==> config.mk <==
export PLATFORM = sky130hd
export DESIGN_NAME = univ_shift_reg
export DESIGN_NICKNAME = d
export VERILOG_FILES = /design/src/rtl/univ_shift_reg.sv
export SDC_FILE = /design/constraint.sdc
export NUM_CORES = 1
export LEC_CHECK = 0
export CORE_AREA = 10 10 48 58
export CTS_BUF_LIST = sky130_fd_sc_hd__clkbuf_4
export DETAILED_ROUTE_END_ITERATION = 16
export DIE_AREA = 0 0 58 68
export PLACE_DENSITY = 0.81
export SYNTH_ARGS = -nofsm -noshare
export SYNTH_HDL_FRONTEND = slang
export SYNTH_SLANG_ARGS = --single-unit
==> constraint.sdc <==
create_clock -name clk -period 1.9 [get_ports clk]
set_clock_uncertainty 0.1 [all_clocks]
set_input_delay 0.19 -clock clk [delete_from_list [all_inputs] [get_ports clk]]
set_output_delay 0.19 -clock clk [all_outputs]
set_load 0.05 [all_outputs]
==> src/rtl/univ_shift_reg.sv <==
// Universal shift register: hold / shift right / shift left / load, plus counted burst.
// Optional macro ROTATE_EN adds a rot port that feeds the shifted-out bit back in.
module univ_shift_reg #(
   parameter int WIDTH = 4,
   parameter int CNT_W = 3
) (
   input  logic             clk,
   input  logic             rst,
   input  logic             en,
   input  logic             go,
   input  logic [1:0]       mode,
   input  logic [CNT_W-1:0] cnt,
   input  logic             sin_msb,
   input  logic             sin_lsb,
   input  logic [WIDTH-1:0] d,
`ifdef ROTATE_EN
   input  logic             rot,
`endif
   output logic [WIDTH-1:0] q,
   output logic             sout_lsb,
   output logic             sout_msb,
   output logic             busy,
   output logic             done
);

   localparam logic [1:0] IDLE   = 2'd0;
   localparam logic [1:0] RUN    = 2'd1;
   localparam logic [1:0] DONE_S = 2'd2;

   localparam logic [1:0] M_HOLD  = 2'b00;
   localparam logic [1:0] M_RIGHT = 2'b01;
   localparam logic [1:0] M_LEFT  = 2'b10;
   localparam logic [1:0] M_LOAD  = 2'b11;

   logic [1:0]       state;
   logic [1:0]       op_r;
   logic [CNT_W-1:0] rem;
   logic             rot_r;

   logic             is_shift;
   logic             accept;
   logic             do_step;
   logic             do_run;
   logic [1:0]       cur_op;
   logic             cur_rot;
   logic             fill_r;
   logic             fill_l;
   logic [WIDTH-1:0] q_next;

   assign is_shift = (mode == M_RIGHT) || (mode == M_LEFT);
   assign accept   = (state == IDLE) && go && is_shift;
   assign do_step  = (state == IDLE) && !accept && (go || en);
   assign do_run   = (state == RUN);
   assign cur_op   = do_run ? op_r : mode;

`ifdef ROTATE_EN
   assign cur_rot = do_run ? rot_r : rot;
`else
   assign cur_rot = do_run ? rot_r : 1'b0;
`endif

   assign fill_r = cur_rot ? q[0] : sin_msb;
   assign fill_l = cur_rot ? q[WIDTH-1] : sin_lsb;

   always_comb begin
      q_next = q;
      case (cur_op)
         M_RIGHT: q_next = {fill_r, q[WIDTH-1:1]};
         M_LEFT:  q_next = {q[WIDTH-2:0], fill_l};
         M_LOAD:  q_next = d;
         default: q_next = q;
      endcase
   end

   always_ff @(posedge clk) begin
      if (rst) begin
         q     <= '0;
         state <= IDLE;
         op_r  <= M_HOLD;
         rem   <= '0;
         rot_r <= 1'b0;
      end else begin
         if (do_step || do_run)
            q <= q_next;
         case (state)
            IDLE: begin
               if (accept) begin
                  op_r  <= mode;
                  rem   <= cnt;
                  rot_r <= cur_rot;
                  state <= (cnt == '0) ? DONE_S : RUN;
               end
            end
            RUN: begin
               rem <= rem - CNT_W'(1);
               if (rem == CNT_W'(1))
                  state <= DONE_S;
            end
            default: state <= IDLE;
         endcase
      end
   end

   assign sout_lsb = q[0];
   assign sout_msb = q[WIDTH-1];
   assign busy     = (state == RUN);
   assign done     = (state == DONE_S);

endmodule
== After elaboration in Yosys (flattened, before gate mapping) ==
Index checks and enable logic that the tools add are counted.

* Flip-flop bits (word level): 12
* Bits of input ports: 15
* Output and inout port bits: 8
* Logic and storage cells: 43

* Add/sub/neg operators: 1
* Equal/unequal tests: 10
* Muxes and demuxes: 11
* Reduce and logical (&&, ||, !) cells: 16

{| class="wikitable"
|+ Operators with widths
! kind !! count
|-
| $pmux 4 s3 || 1
|-
| $eq 2x2->1 const B || 4
|-
| $mux 2 || 4
|-
| $reduce_and 2->1 || 4
|-
| $eq 2x1->1 const B || 3
|-
| $pmux 3 s2 || 1
|-
| $logic_and 1x1->1 || 4
|-
| $pmux 2 s2 || 1
|-
| $eq 3x1->1 const B || 1
|-
| $logic_not 3->1 || 1
|-
| $logic_or 1x1->1 || 3
|-
| $mux 1 || 3
|-
| $mux 3 || 1
|-
| $reduce_bool 3->1 || 1
|-
| $sub 3x1->3 const B || 1
|-
| $logic_not 2->1 || 1
|-
| $ne 2x1->1 const B || 1
|-
| $ne 2x2->1 const B || 1
|-
| $reduce_bool 2->1 || 1
|-
| $logic_not 1->1 || 1
|}

== Longest topological paths before layout ==
Gate-level depths: netlist (run 1).

* Depth in word-level cells: 8
* Mapped depth: 7
* Gate-level depth less buffers: 5

== Worst setup path before layout (run 1) ==
OpenSTA, ideal clock, no wires.

* Kind: register to register
* From: register state[0]
* To: register q[3]
* Library setup time: 66 ps
* Data arrival time: 1,549 ps
* Required time: 1,734 ps
* Setup slack: 185 ps
* Stages on the path, launching flop included: 6
* Buffers on the path: 1
* Period minus slack after synthesis: 1,715 ps
* Path through: dfxtp_1 > nor2b_4 > buf_6 > mux2_4 > a211o_1 > a21oi_2

* Elaborated cells on any way between the ends: 17
* Classes of those cells: eq/ne (4); mux (4); reduce/logical (9)

{| class="wikitable"
|+ RTL lines
! what !! line !! text
|-
| start, declared || 35 || <nowiki>logic [1:0] state;</nowiki>
|-
| start signal, assigned || 91 || <nowiki>state <= (cnt == '0) ? DONE_S : RUN;</nowiki>
|-
| $eq 2x1->1 * || -- ||
|-
| named net busy || 22 || <nowiki>output logic busy,</nowiki>
|-
| $mux 2 || 54 || <nowiki>assign cur_op = do_run ? op_r : mode;</nowiki>
|-
| $eq 2x2->1 / $eq 2x1->1 (equally long branches) || 67 || <nowiki>case (cur_op)</nowiki>
|-
| $reduce_bool 3->1 (no source line) || -- ||
|-
| $reduce_and 2->1 (no source line) || -- ||
|-
| end signal, assigned || 84 || <nowiki>q <= q_next;</nowiki>
|-
| end, declared || 19 || <nowiki>output logic [WIDTH-1:0] q,</nowiki>
|}

Mark *: on every way through the listed nets, which the timed path passes. The rest lies on a longest branch.
A chain may end at the register's enable or synchronous reset.

== Worst setup path after layout (run 1) ==
* From: register state[0]
* To: register q[3]

* Cells in the longest elaborated chain, start to end: 8
* Elaborated cells on any way between the ends: 17
* Classes of those cells: eq/ne (4); mux (4); reduce/logical (9)

{| class="wikitable"
|+ Ends and longest elaborated chain
! what
|-
| parallel branches: the longest is 8 deep, another holds $reduce_bool 3->1
|}

Several ways; the timed one is not identified.

==> flow_summary_export.csv, run 1 <==
group,metric,value,unit
run_status,outcome,"complete, no violations",
setup_path,setup.worst_path.start_class,"register",
cts,cts_hold_buf,0,
route,num_vias,751,
cts,cts_tree,"yes",
cts,htreeDepth,1,
logic_synthesis,synth-seq-area-share,30.5,%
sta,hold_viol,0,
cts,cts-buffers-inserted,3,
logic_synthesis,yosys-top-cells-count,"dfxtp_1, a21oi_1, nand2_1, nor2_1, inv_1",
layout,area_growth,36.4,%
grt,track_usage,11.1,%
route,drt_iter0_markers,10,
logic_synthesis,async_reset_ff_share,0,%
sta,final_max_slew_viol_count,0,
sta,max-slew-margin-rel,66.2,%
logic_synthesis,syn_avg_cell_area,8.74,um^2
sta,worst_slew_pin_slew,0.506,ns
placement,port_buffers,22,
logic_synthesis,synth_top_area_share,30.5,%
setup_path,cp.arrival,1.86,ns
setup_path,crit_path_end_kind,"register",
cts,cts_max_path_buffers,2,
floorplanning,fp.dieH,68,um
placement,dp_hpwl,1680,um
logic_synthesis,netlist_instances,90,
logic_synthesis,syn_area,787,um^2
layout,nets,138,
route,via_per_inst,5.44,
logic_synthesis,synth_edf_count,0,
route,drc,0,
floorplanning,initial_utilization,45.1,%
cts,cts_setup_buffers,0,
logic_synthesis,synth_most_common_cell,"dfxtp_1",
sta,max_freq,549,MHz
cts,clock_sinks,12,
placement,place.gp.congestion,0.877,
sta,rsz0062_at_grt,"no",
worst_hold_path,min_path_type,"reg -> reg",
worst_hold_path,min_path_cells,2,
logic_synthesis,synthFlopType,"dfxtp_1",
setup_path,rrSetupSlack,0.08,ns
pwr,cellPowerDensity,721,nW/um^2
layout,drive_gt1_share,20.2,%
cts,root_buffer,"clkbuf_4",
layout,final_area,1070,um^2
job,maxCapViolCount,0,
cts,clkLatencyLatePin,0.27,ns
layout,insertedDiodeCount,0,
route,totalWireLength,2060,um
pwr,vdd_drop_max,0.000476,V
floorplanning,pin_count,23,
setup_path,path_class,"reg -> reg",
placement,placed_cells,135,
logic_synthesis,synthTopCellsByArea,"dfxtp_1, a21oi_1, mux2i_1",
grt,gr-total-overflow,0,
grt,grt_first_pass_wirelength,3530,um
setup_path,r2r-start,"state[0]",
setup_path,cp.required,1.94,ns
grt,antenna_found_initial,0,
logic_synthesis,yosysWarningCount,0,
floorplanning,fp-row-count,17,
route,dr.pass1.iters,4,
floorplanning,fp.dieW,58,um
layout,stdcell_count,138,
route,drtAntennaViolNets,0,
sta,setup_viol,0,
logic_synthesis,synthDistinctLibCells,32,
placement,place_area,1050,um^2
setup_path,ff2ff_path_depth,6,
layout,n_fill_cell,164,
floorplanning,core,1740,um^2
pwr,power_leakage,0.423,nW
cts,path_clk_slew,0.07,ns
cts,ctsResizeCount,0,
sta,fin_crit,1.82,ns
worst_hold_path,hold-path-endpoint,"q[1]",
grt,grt_max_degree,13,
grt,grt_pass1_vias,782,
logic_synthesis,synth_top_area_cell,"dfxtp_1",
layout,final_util,61.5,%
route,wl_per_cell,14.9,um
setup_path,worst_r2r_endpoint,"q[3]",
setup_path,crit_fanout,8,
logic_synthesis,synth_nets,107,
sta,period_share,95.9,%
worst_hold_path,worstHoldStart,"q[1]",
floorplanning,die-area,3940,um^2
logic_synthesis,ys_seq_elements,12,
[layout by cell type, fill, tap and decap left out, types with 2 or more instances in the layout]
cell type,synthesis,final
buf_4,2,11
inv_1,6,6
nand2_1,7,7
ha_1,2,2
a211o_1,3,3
a221oi_1,2,2
nor3_1,2,2
a21oi_1,9,9
nor2_1,7,7
mux2i_1,4,4
o21ai_0,5,5
mux2_4,2,2
nand3_1,3,3
nor3b_1,3,3
clkdlybuf4s50_1,0,20
nor2b_1,2,2
dfxtp_1,12,12
or3_1,2,2
clkbuf_4,0,3
[routing by layer]
layer  global-route usage (%)  routed length (um)  up-vias
met1                     11.1                 815      348
li1                         -                   -      377
met3                     4.26                 163        2
met2                     20.7                1070       24
met5                        0                   0        -
met4                     3.53                   7        0
[worst max-delay path, stage by stage, from the launching register on]
cell,delay [ns]
dfxtp_1,0.43
nor2b_4,0.22
buf_4,0.13
mux2_4,0.34
a211oi_1,0.25
a211o_1,0.17
a21oi_2,0.05
[state kept, by name (all words and copies together) (netlist names)]
register  flops
q             4
rem           3
op_r          2
state         2
rot_r         1
[logic make-up after synthesis]
group	share of synthesized area, %
DFF	30.5
xor gates and xnor gates	1.11
and+or+nand+nor	22.3
AOI/OAI and AO/OA	21.5
muxes	10.7
adders and majority gates	3.18
buffers and inverters	10.8
[power breakdown]
part	switching [mW]	leakage (nW)	total (mW)	internal (mW)
combinational	0.171	0.311	0.322	0.151
clock	0.0788	0.0138	0.152	0.0733
sequential	0.0241	0.0983	0.300	0.276
total	0.274	0.423	0.774	0.500
[metrics by stage]
stage          hold WS, ns  power, mW  setup WS, ns  setup TNS [ns]
2_1_floorplan        0.166      0.518         0.185               0
3_3_place_gp         0.382      0.616       -0.0970          -0.301
3_5_place_dp         0.381      0.628        -0.145          -0.778
4_1_cts              0.391      0.781        0.0972               0
5_1_grt              0.424      0.830       0.00122               0
6_report             0.389      0.774        0.0776               0
[worst max path at each step]
stage	from	slack, ns	end
2_1_floorplan	state[0]	0.18	q[3]
3_3_place_gp	go	-0.1	rem[1]
3_5_place_dp	go	-0.14	rem[1]
4_1_cts	q[3]	0.1	q[3]
5_1_grt	state[0]	0.001	q[3]
6_report	state[0]	0.08	q[3]
[cell type report]
| class | instances | area, um^2 | area share (%) |
|---|---|---|---|
| sequential | 12 | 240 | 22.4 |
| tap | 19 | 23.8 | 2.21 |
| timing repair buffer | 32 | 303 | 28.2 |
| multi-input combinational | 66 | 462 | 43.0 |
| inverter | 6 | 22.5 | 2.10 |
| clock buffer | 3 | 22.5 | 2.10 |
No activity file was read; power rests on OpenSTA's default activity.
==> run 2, diff against run 1 <==
==> config.mk (replaced) <==
export PLATFORM = sky130hd
export DESIGN_NAME = univ_shift_reg
export DESIGN_NICKNAME = d
export VERILOG_FILES = /design/src/rtl/univ_shift_reg.sv
export SDC_FILE = /design/constraint.sdc
export NUM_CORES = 1
export LEC_CHECK = 0
export CORE_AREA = 10 10 50 52
export CTS_BUF_LIST = sky130_fd_sc_hd__clkbuf_8
export DETAILED_ROUTE_END_ITERATION = 16
export DIE_AREA = 0 0 60 62
export PLACE_DENSITY = 0.87
export SYNTH_ARGS = -nofsm -noshare
export SYNTH_HDL_FRONTEND = slang
export SYNTH_SLANG_ARGS = --single-unit
==> constraint.sdc (replaced) <==
create_clock -name clk -period 2.3 [get_ports clk]
set_clock_uncertainty 0.1 [all_clocks]
set_input_delay 0.23 -clock clk [delete_from_list [all_inputs] [get_ports clk]]
set_output_delay 0.23 -clock clk [all_outputs]
set_load 0.05 [all_outputs]
==> flow_summary_export.csv, run 2 (same netlist as run 1, synthesis figures left out) <==
group,metric,value,unit
layout,final_cell_mix,"clkdlybuf4s50_1, dfxtp_1, a21oi_1",
placement,place_area,978,um^2
grt,antenna_found_initial,0,
grt,grt_first_pass_wirelength,3050,um
floorplanning,fp-row-count,15,
cts,clock_sinks,12,
layout,n_fill_cell,151,
layout,largest_reg_flops,4,
setup_path,r2r-start,"state[0]",
cts,root_buffer,"clkbuf_8",
floorplanning,die-area,3720,um^2
setup_path,cp.arrival,1.69,ns
cts,cts_hold_buf,0,
layout,drive_gt1_share,13.5,%
route,drt_iter0_markers,15,
layout,area_growth,29.6,%
layout,insertedDiodeCount,0,
layout,regMostFlops,"q",
pwr,cellPowerDensity,663,nW/um^2
floorplanning,pin_count,23,
floorplanning,core,1610,um^2
cts,htreeDepth,1,
layout,final_area,1020,um^2
pwr,vdd_drop_max,0.000449,V
setup_path,setup.worst_path.start_class,"register",
pwr,power_leakage,0.386,nW
cts,clkLatencyLatePin,0.24,ns
cts,cts_max_path_buffers,2,
cts,cts_setup_buffers,0,
setup_path,crit_fanout,7,
grt,grt_pass1_vias,731,
cts,ctsResizeCount,0,
setup_path,cp.required,1.97,ns
route,num_vias,718,
pwr,p_total,676,uW
layout,nets,130,
setup_path,startpoint,"state[1]",
setup_path,worst_r2r_endpoint,"q[1]",
cts,path_clk_slew,0.05,ns
sta,worst_slew_pin_slew,0.503,ns
run_status,outcome,"complete, no violations",
grt,track_usage,10.4,%
sta,fin_crit,2.02,ns
sta,finalSetupTns,0,ns
placement,dp_hpwl,1490,um
placement,port_buffers,22,
setup_path,crit_path_end_kind,"output pin",
grt,grt_max_degree,13,
layout,stdcell_count,128,
cts,cts-buffers-inserted,3,
sta,rsz0062_at_grt,"no",
job,maxCapViolCount,0,
placement,placed_cells,125,
placement,place.gp.congestion,0.855,
worst_hold_path,min_path_type,"reg -> reg",
sta,max_freq,495,MHz
setup_path,rrSetupSlack,0.46,ns
layout,reg_top3,"q (4), rem (3)",
sta,fin_ws,0.279,ns
route,drt-met1-wl,783,um
sta,setup_viol,0,
route,top_layer,"met4",
floorplanning,fp.dieH,62,um
cts,cts_tree,"yes",
sta,period_share,87.9,%
placement,dp_slack,0.160,ns
route,dr.pass1.iters,4,
floorplanning,fp.dieW,60,um
floorplanning,initial_utilization,48.8,%
route,drtAntennaViolNets,0,
sta,final_max_slew_viol_count,0,
grt,gr-total-overflow,0,
route,drc,0,
sta,max-slew-margin-rel,66.3,%
setup_path,crit_end,"done",
setup_path,ff2ff_path_depth,5,
route,via_per_inst,5.61,
route,wl_met3,153,um
route,totalWireLength,1870,um
sta,hold_viol,0,
setup_path,path_class,"reg -> out",
layout,final_common_cell,"clkdlybuf4s50_1",
route,wl_per_cell,14.6,um
route,wl_met2,912,um
[run 2: per-layer routing]
| metal | GRT usage (%) | up-vias |
|---|---|---|
| li1 | - | 360 |
| met1 | 10.6 | 330 |
| met2 | 18.5 | 26 |
| met3 | 3.86 | 2 |
| met4 | 4.81 | 0 |
| met5 | 0 | - |
[run 2: stage by stage]
stage / hold WS, ns / util [%]
finish: 0.396 / 63.2
floorplan: 0.206 / -
global placement: 0.381 / 60.6
CTS: 0.399 / 63.2
global route: 0.416 / 63.2
detailed placement: 0.393 / 60.6
[run 2: critical path, stage by stage, from the launching register on]
cell	delay, ns
dfxtp_1	0.46
nor2b_1	0.18
clkdlybuf4s50_1	0.81
[run 2: report_power, final]
group / switching, mW / total, mW / internal [mW] / leakage (nW)
Sequential: 0.0207 / 0.249 / 0.229 / 0.0983
Clock: 0.0730 / 0.188 / 0.115 / 0.0216
Combinational: 0.134 / 0.239 / 0.105 / 0.266
[run 2: cell type report]
type	instances	area [um^2]	area share, %
Sequential cell	12	240	23.6
Multi-Input combinational cell	66	462	45.3
Inverter	6	22.5	2.21
Clock buffer	3	41.3	4.05
Tap cell	17	21.3	2.09
Timing Repair Buffer	24	233	22.8
[run 2: worst min-delay path by stage]
stage / cells past startpoint / slack, ns / to / start
2_1_floorplan: 1 / 0.21 / rot_r / rst
3_3_place_gp: 2 / 0.38 / q[2] / q[2]
3_5_place_dp: 1 / 0.39 / rot_r / rot_r
4_1_cts: 1 / 0.40 / rot_r / rot_r
5_1_grt: 1 / 0.42 / rot_r / rot_r
6_report: 2 / 0.40 / q[1] / q[1]
